$ cat src/rtl/axi_lite_ram_bridge.sv
// axi_lite_ram_bridge: AXI4-Lite slave driving a 1-cycle-latency word RAM with byte-strobed writes.
// Optional RAM_BRIDGE_DECERR_EN: addresses beyond the RAM answer SLVERR and never touch the RAM.
module axi_lite_ram_bridge #(
    parameter int ADDR_WIDTH     = 13,
    parameter int AXI_ADDR_WIDTH = 32,
    parameter int DATA_WIDTH     = 32
) (
    input  logic                      clock,
    input  logic                      reset,
    input  logic                      s_awvalid,
    output logic                      s_awready,
    input  logic [AXI_ADDR_WIDTH-1:0] s_awaddr,
    input  logic                      s_wvalid,
    output logic                      s_wready,
    input  logic [DATA_WIDTH-1:0]     s_wdata,
    input  logic [DATA_WIDTH/8-1:0]   s_wstrb,
    output logic                      s_bvalid,
    input  logic                      s_bready,
    output logic [1:0]                s_bresp,
    input  logic                      s_arvalid,
    output logic                      s_arready,
    input  logic [AXI_ADDR_WIDTH-1:0] s_araddr,
    output logic                      s_rvalid,
    input  logic                      s_rready,
    output logic [DATA_WIDTH-1:0]     s_rdata,
    output logic [1:0]                s_rresp,
    output logic [ADDR_WIDTH-1:0]     ram_waddr,
    output logic [DATA_WIDTH/8-1:0]   ram_wstrb,
    output logic [DATA_WIDTH-1:0]     ram_wdata,
    output logic [ADDR_WIDTH-1:0]     ram_raddr,
    input  logic [DATA_WIDTH-1:0]     ram_rdata
);
    localparam int SW = DATA_WIDTH / 8;
    typedef enum logic [1:0] {W_IDLE, W_ISSUE, W_RESP} w_state_t;
    typedef enum logic [1:0] {R_IDLE, R_WAIT, R_CAPT, R_RESP} r_state_t;
    w_state_t r_wstate, w_wstate_nx;
    r_state_t r_rstate, w_rstate_nx;
    logic                  r_aw_held, r_w_held, r_aw_err, r_ar_err;
    logic [ADDR_WIDTH-1:0] r_awaddr, r_ram_waddr, r_ram_raddr;
    logic [DATA_WIDTH-1:0] r_wdata, r_ram_wdata, r_rdata;
    logic [SW-1:0]         r_wstrb, r_ram_wstrb;
    logic                  w_aw_hs, w_w_hs, w_ar_hs, w_aw_oob, w_ar_oob, w_raw, w_aw_err, w_unused;
    logic [ADDR_WIDTH-1:0] w_awaddr;
    logic [DATA_WIDTH-1:0] w_wdata;
    logic [SW-1:0]         w_wstrb;
`ifdef RAM_BRIDGE_DECERR_EN
    assign w_aw_oob = |s_awaddr[AXI_ADDR_WIDTH-1:ADDR_WIDTH+2];
    assign w_ar_oob = |s_araddr[AXI_ADDR_WIDTH-1:ADDR_WIDTH+2];
`else
    assign w_aw_oob = 1'b0;
    assign w_ar_oob = 1'b0;
`endif
    assign w_unused  = ^{s_awaddr, s_araddr};
    assign s_awready = !reset && r_wstate == W_IDLE && !r_aw_held;
    assign s_wready  = !reset && r_wstate == W_IDLE && !r_w_held;
    assign s_arready = !reset && r_rstate == R_IDLE;
    assign s_bvalid  = r_wstate == W_RESP;
    assign s_rvalid  = r_rstate == R_RESP;
    assign s_bresp   = {s_bvalid && r_aw_err, 1'b0};
    assign s_rresp   = {s_rvalid && r_ar_err, 1'b0};
    assign s_rdata   = r_rdata;
    assign ram_waddr = r_ram_waddr;
    assign ram_wstrb = r_ram_wstrb;
    assign ram_wdata = r_ram_wdata;
    assign ram_raddr = r_ram_raddr;
    assign w_aw_hs   = s_awvalid && s_awready;
    assign w_w_hs    = s_wvalid && s_wready;
    assign w_ar_hs   = s_arvalid && s_arready;
    // AW/W may complete in the same cycle as the issue decision, so bypass the holding registers
    assign w_awaddr  = r_aw_held ? r_awaddr : s_awaddr[ADDR_WIDTH+1:2];
    assign w_aw_err  = r_aw_held ? r_aw_err : w_aw_oob;
    assign w_wdata   = r_w_held ? r_wdata : s_wdata;
    assign w_wstrb   = r_w_held ? r_wstrb : s_wstrb;
    assign w_raw     = r_wstate == W_ISSUE && r_ram_waddr == r_ram_raddr;
    always_comb begin
        w_wstate_nx = r_wstate;
        case (r_wstate)
            W_IDLE:  w_wstate_nx = ((r_aw_held || w_aw_hs) && (r_w_held || w_w_hs)) ? W_ISSUE : W_IDLE;
            W_ISSUE: w_wstate_nx = W_RESP;
            W_RESP:  w_wstate_nx = s_bready ? W_IDLE : W_RESP;
            default: w_wstate_nx = W_IDLE;
        endcase
    end
    always_comb begin
        w_rstate_nx = r_rstate;
        case (r_rstate)
            R_IDLE:  w_rstate_nx = w_ar_hs ? R_WAIT : R_IDLE;
            R_WAIT:  w_rstate_nx = w_raw ? R_WAIT : R_CAPT;
            R_CAPT:  w_rstate_nx = R_RESP;
            default: w_rstate_nx = s_rready ? R_IDLE : R_RESP;
        endcase
    end
    always_ff @(posedge clock or posedge reset) begin
        if (reset) begin
            r_wstate    <= W_IDLE;
            r_aw_held   <= 1'b0;
            r_w_held    <= 1'b0;
            r_aw_err    <= 1'b0;
            r_awaddr    <= '0;
            r_wdata     <= '0;
            r_wstrb     <= '0;
            r_ram_waddr <= '0;
            r_ram_wdata <= '0;
            r_ram_wstrb <= '0;
        end else begin
            r_wstate    <= w_wstate_nx;
            r_ram_wstrb <= '0;
            if (w_aw_hs) begin
                r_aw_held <= 1'b1;
                r_awaddr  <= s_awaddr[ADDR_WIDTH+1:2];
                r_aw_err  <= w_aw_oob;
            end
            if (w_w_hs) begin
                r_w_held <= 1'b1;
                r_wdata  <= s_wdata;
                r_wstrb  <= s_wstrb;
            end
            if (r_wstate == W_IDLE && w_wstate_nx == W_ISSUE) begin
                r_ram_waddr <= w_awaddr;
                r_ram_wdata <= w_wdata;
                r_ram_wstrb <= w_aw_err ? '0 : w_wstrb;
            end
            if (s_bvalid && s_bready) begin
                r_aw_held <= 1'b0;
                r_w_held  <= 1'b0;
            end
        end
    end
    always_ff @(posedge clock or posedge reset) begin
        if (reset) begin
            r_rstate    <= R_IDLE;
            r_ram_raddr <= '0;
            r_ar_err    <= 1'b0;
            r_rdata     <= '0;
        end else begin
            r_rstate <= w_rstate_nx;
            if (w_ar_hs) begin
                r_ram_raddr <= s_araddr[ADDR_WIDTH+1:2];
                r_ar_err    <= w_ar_oob;
            end
            if (r_rstate == R_CAPT) r_rdata <= r_ar_err ? '0 : ram_rdata;
        end
    end
endmodule

$ cat config.mk
export PLATFORM = sky130hd
export DESIGN_NAME = axi_lite_ram_bridge
export DESIGN_NICKNAME = d
export VERILOG_FILES = /design/src/rtl/axi_lite_ram_bridge.sv
export SDC_FILE = /design/constraint.sdc
export NUM_CORES = 1
export LEC_CHECK = 0
export CELL_PAD_IN_SITES_DETAIL_PLACEMENT = 0
export CELL_PAD_IN_SITES_GLOBAL_PLACEMENT = 2
export CORE_MARGIN = 2
export CORE_UTILIZATION = 30
export CTS_CLUSTER_SIZE = 40
export DETAILED_ROUTE_END_ITERATION = 6
export GPL_ROUTABILITY_DRIVEN = 0
export PLACE_DENSITY = 0.8
export SYNTH_ARGS = -nofsm -noshare
export SYNTH_HDL_FRONTEND = slang
export SYNTH_SLANG_ARGS = --single-unit
$ cat constraint.sdc
create_clock -name clock -period 10.6 [get_ports clock]
set_input_delay 1.59 -clock clock [delete_from_list [all_inputs] [get_ports clock]]
set_output_delay 1.59 -clock clock [all_outputs]
set_load 0.02 [all_outputs]
==> reports/metrics.cfg, run 1 <==
[run_status]
status = finished, final reports clean

[timing]
period_share_pct = 46.8
setup_viol = 0
worst_slack_ps = 5640
tns_ps = 0
hold_viol_final = 0
rsz0062_at_grt = no
slew_headroom_pct = 27.0
tightest_slew_ps = 1100
drv_slew = 0
max_freq_mhz = 202
period_needed_ps = 4960
worst_clock_skew_ps = 9.15

[layout]
final_cells = 947
postLayoutCoreUtil_pct = 43.6
area_growth_pct = 43.6
final_nets = 799
diodes = 0
layout_commonest_cell = clkdlybuf4s50_1
most-common-layout-cells = clkdlybuf4s50_1 (199), dfrtp_1 (148), mux2_2 (62)
drive_gt1_share_pct = 20.4

[global_route]
antenna_found_initial = 0
grt.total_usage_pct = 14.1
grt_pass1_wl_mm = 24.2
grt_pass1_vias = 4452
grt_overflow = 0
grt_max_degree = 85

[clock_tree]
postCtsSetupBuffers = 0
cts_hold_buf = 0
htree_num_levels = 4
cts_root_buf = clkbuf_16
cts_resized = 0
cts_buffers = 17
cts.clk_slew.worst_paths_ps = 60
clock-sinks = 149
clock_path_buffers = 2
cts_tree = done
clock_latency_ps = 420

[logic_synthesis]
ys.flop_type = dfrtp_1
netlist_instances = 465
avgSynthCellArea_um2 = 13.7
synth.ff_latch_count = 149
yosys_warnings = 0
yosysSeqAreaShare_pct = 58.6
synthArstFlopShare_pct = 100
synth_edf_count = 0
syn-cell-area_um2 = 6370
synth_cell_type_count = 32

[critical_path]
critPathKind = in -> out
r2r_setup_slack_ps = 8260
crit_top_cell = clkdlybuf4s50_1
path_cells = clkdlybuf4s50_1 -> nor4_4 -> clkdlybuf4s50_1
cp-endpoint = s_wready
crit_fanout = 6
slowest_delay_ps = 720
endpoint_kind = output pin
reg2reg_to = ram_wdata[23]$_DFFE_PP0P_
cp-start-kind = input port
crit_slowest_cell = clkdlybuf4s50_1
worstRegToRegCells = 6
worstPathRequired_ps = 9010
critPathLaunch = reset
arrival_ps = 3370
r2r-start = r_w_held$_DFFE_PP0P_

[routing]
vias = 4244
post_drt_wl_per_cell_um = 16.4
ant_nets = 0
dr.pass1.iters = 4
drtIter0Drc = 115
viasPerCell = 4.48
drc = 0
routed_wl_mm = 15.6

[place]
dpl.cell_count = 916
numPortBuffers = 199
dp_slack_ps = 5630
dp_hpwl_mm = 10.7

[floorplanning]
die-area_um2 = 22400
core_area_um2 = 21000
boundaryPins = 242
die-width_um = 150
start_util_pct = 30.4
die_height_um = 150
rows = 53

[min_path]
hold_class = reg -> reg
min_from = r_awaddr[1]$_DFFE_PP0P_

[power_and_ir_drop]
irDropWorstVdd_v = 0.000125
leakage_uw = 0.00406
power.density_nw_per_um2 = 333

[job]
maxCapViolations = 0

==> how the worst min path moves through the flow <==
stage	to	slack [ps]	depth (start not counted)
after floorplan	r_wdata[27]$_DFFE_PP0P_	480	1
after global placement	s_rdata[22]$_DFFE_PP0P_	470	1
after detailed placement	s_rdata[22]$_DFFE_PP0P_	490	1
after CTS	s_rdata[22]$_DFFE_PP0P_	500	1
after global routing	s_rdata[22]$_DFFE_PP0P_	510	1
final	r_awaddr[1]$_DFFE_PP0P_	500	1
==> synth_stat cells, types with 2 or more instances <==
library cell | number | area (µm²)
dfrtp_1 | 149 | 3730
xor2_1 | 13 | 114
mux2_4 | 30 | 450
buf_2 | 18 | 90.1
nor2b_1 | 7 | 43.8
buf_4 | 7 | 52.6
a21oi_1 | 46 | 230
mux2i_1 | 49 | 490
buf_6 | 3 | 33.8
nor2_1 | 48 | 180
clkbuf_1 | 2 | 7.51
o21ai_0 | 2 | 10.0
mux2_1 | 2 | 22.5
nor4_4 | 3 | 63.8
mux2_2 | 62 | 698
inv_1 | 3 | 11.3
nor4_1 | 3 | 18.8
nand4_1 | 2 | 12.5
a22oi_1 | 2 | 15.0
and2_1 | 2 | 12.5
==> routing by layer <==
layer	track usage, %	part of all wire, %	vias to the layer above
met1	17.7	44	2073
met3	4.57	8.0	13
met4	5.09	1.2	0
li1	-	-	2003
met2	23.0	47	155
met5	0	0	-
==> kinds of logic (layout without fill, tap and decap cells) <==
| group | after synthesis | in the layout | synth area share, % |
|---|---|---|---|
| simple gates | 71 | 71 | 5.84 |
| buf+inv | 34 | 238 | 3.12 |
| mux | 143 | 143 | 26.1 |
| other cells | 1 | 4 | 0.0589 |
| xor+xnor | 13 | 13 | 1.79 |
| compound gates | 54 | 54 | 4.52 |
| flops | 149 | 149 | 58.6 |
==> final cells by class <==
cell class | count | area (µm²)
Fill cell | 1946 | 11800
Sequential cell | 149 | 3730
Multi-Input combinational cell | 285 | 2450
Timing Repair Buffer | 204 | 2030
Clock buffer | 17 | 425
Tap cell | 275 | 344
Clock inverter | 14 | 144
Inverter | 3 | 16.3
==> stage by stage <==
stage | instance area [µm²] | hold WS (ps) | power, µW
2_1_floorplan | 6380 | 479 | 1910
3_3_place_gp | 8570 | 474 | 2450
3_5_place_dp | 8570 | 488 | 2490
4_1_cts | 9140 | 503 | 3090
5_1_grt | 9140 | 513 | 3240
6_report | 9140 | 505 | 3050
==> registers in the layout, indices dropped and copies added, names as in the netlist <==
register	cells
r_aw_held	1
r_wdata	32
r_wstrb	4
r_w_held	1
s_rdata	32
r_rstate	2
ram_raddr	13
ram_waddr	13
r_wstate	2
r_awaddr	13
ram_wdata	32
ram_wstrb	4
==> where the power goes <==
part           internal [µW]  switching (µW)
clock                    329             258
combinational            737             656
sequential               859             206
total                   1930            1120
==> worst max-delay path: cells and delay by family <==
kind                   cells  cell delay [ps]
buffers and inverters      2             1370
AND/OR/NAND/NOR            1              400
(Power assumes the default switching activity.)
==> run 2, diff against run 1 <==
--- a/config.mk
+++ b/config.mk
@@ -8,11 +8,11 @@
 export CELL_PAD_IN_SITES_DETAIL_PLACEMENT = 0
 export CELL_PAD_IN_SITES_GLOBAL_PLACEMENT = 2
 export CORE_MARGIN = 2
-export CORE_UTILIZATION = 30
+export CORE_UTILIZATION = 28
 export CTS_CLUSTER_SIZE = 40
 export DETAILED_ROUTE_END_ITERATION = 6
 export GPL_ROUTABILITY_DRIVEN = 0
-export PLACE_DENSITY = 0.8
+export PLACE_DENSITY = 0.75
 export SYNTH_ARGS = -nofsm -noshare
 export SYNTH_HDL_FRONTEND = slang
 export SYNTH_SLANG_ARGS = --single-unit
==> constraint.sdc (replaced) <==
create_clock -name clock -period 4.8 [get_ports clock]
set_input_delay 0.72 -clock clock [delete_from_list [all_inputs] [get_ports clock]]
set_output_delay 0.72 -clock clock [all_outputs]
set_load 0.02 [all_outputs]
==> run 2 against run 1 <==
Effect of this change:
- die area rose by 7.0%
- cell area is 0.77% higher
- critical endpoint unchanged
- via count up 1.2%
- cell count increased by 1.2%
- flip-flop and latch count unchanged
- global-route usage is 0.65 points lower
- utilization decreased by 2.7 points
==> reports/metrics.cfg, run 2 (same netlist as run 1, synthesis figures left out) <==
[timing]
hold_viol_final = 0
worst_clock_skew_ps = 10.2
period_share_pct = 66.6
drv_slew = 0
setup_viol = 0
period_needed_ps = 3200
slew_headroom_pct = 37.4
rsz0062_at_grt = no
tns_ps = 0
tightest_slew_ps = 939
max_freq_mhz = 313
hold_ws_ps = 491

[critical_path]
arrival_ps = 2480
critPathLaunch = reset
r2r-start = r_w_held$_DFFE_PP0P_
crit_fanout = 6
cp-start-kind = input port
endpoint_kind = output pin
worstPathRequired_ps = 4080
critPathKind = in -> out

[routing]
drtIter0Drc = 162
vias = 4297
drc = 0
dr.pass1.iters = 6
viasPerCell = 4.49
routed_wl_mm = 16.0
post_drt_wl_per_cell_um = 16.7
ant_nets = 0

[global_route]
grt_util_met2_pct = 22.1
grt.total_usage_pct = 13.5
grt_pass1_vias = 4491
grt_pass1_wl_mm = 25.1
grt_max_degree = 86
grt_overflow = 0
grt_use_met1_pct = 17.0
grt_most_used_layer = met2
antenna_found_initial = 0
grt.met3_usage_pct = 4.93

[floorplanning]
rows = 55
die-area_um2 = 24000
die-width_um = 155
die_height_um = 155
core_area_um2 = 22500
boundaryPins = 242
start_util_pct = 28.3

[power_and_ir_drop]
power.density_nw_per_um2 = 740
power_uw = 6820
leakage_uw = 0.00409
seqPwrFrac_pct = 34.3
internal_power_uw = 4360
irDropWorstVdd_v = 0.000238
switching_share_pct = 36.0
p_clk_share_pct = 20.3
combPwrFrac_pct = 45.3
switchingPower_uw = 2450

[clock_tree]
cts_resized = 0
clock-sinks = 149
cts_root_buf = clkbuf_16
cts_tree = done
cts.clk_slew.worst_paths_ps = 60
cts_hold_buf = 0
postCtsSetupBuffers = 0
clock_path_buffers = 2
cts_buffers = 17
htree_num_levels = 4
clock_latency_ps = 410

[layout]
postLayoutCoreUtil_pct = 40.9
diodes = 0
most-common-layout-cells = clkdlybuf4s50_1 (199), dfrtp_1 (148), mux2_2 (62)
n_fill_cell = 2110
layout_commonest_cell = clkdlybuf4s50_1
ff_latch_area_um2 = 3730
area_growth_pct = 44.7
final_nets = 799
multi_input_area_um2 = 2450
drive_gt1_share_pct = 20.5

[min_path]
min_from = s_rdata[21]$_DFFE_PP0P_
hold_class = reg -> reg

[place]
dp_hpwl_mm = 10.9
numPortBuffers = 199

[job]
maxCapViolations = 0

[run_status]
status = finished, final reports clean

==> run 2: changes by cell type in the layout (fill, tap and decap cells not counted), sizes merged <==
cell / delta
clkinvlp: -1
inv: -5
clkinv: +4
bufinv: +2
clkbuf: +1
==> run 2: final timing paths <==
check                                            end  slack [ps]  cells past startpoint
setup / recovery                            s_wready        1600                      3
max in group asynchronous   r_awaddr[10]$_DFFE_PP0P_        2790                      3
min in group asynchronous    r_awaddr[0]$_DFFE_PP0P_        1130                      2
hold / removal               s_rdata[21]$_DFFE_PP0P_         490                      1
hold reg to reg              s_rdata[21]$_DFFE_PP0P_         490                      1
setup reg to reg           ram_wdata[29]$_DFFE_PP0P_        2440                      6
==> run 2: routing by layer <==
layer,share of wire [%],up-vias,wire length (µm)
met3,6.7,8,1080
met5,0,-,0
li1,-,2010,-
met1,45,2138,7180
met2,48,141,7600
met4,0.79,0,127
==> run 2: area by class of cell <==
type                            instances  area share (%)
Sequential cell                       149            40.5
Multi-Input combinational cell        285            26.6
Timing Repair Buffer                  204            22.2
Clock buffer                           18            4.77
Tap cell                              285            3.87
Clock inverter                         14            1.90
Inverter                                3           0.177
==> run 2: power by group through the flow <==
stage          combinational [µW]  clock (µW)  sequential, µW
3_5_place_dp                 3140           0            2370
3_3_place_gp                 3090           0            2330
2_1_floorplan                1470           0            2740
4_1_cts                      3150        1440            2350
5_1_grt                      3330        1490            2430
6_report                     3090        1390            2340
==> run 2: per-stage QoR <==
stage,instance area [µm²],instances,setup WS [ps]
floorplan,6380,468,72.0
global placement,8600,926,1570
detailed placement,8600,926,1580
CTS,9210,958,1570
global route,9210,958,1550
finish,9210,958,1600
==> run 2: critical path, stage by stage <==
cell and delay (ps):
clkdlybuf4s50_1 650, nor4_4 380, clkdlybuf4s50_1 720
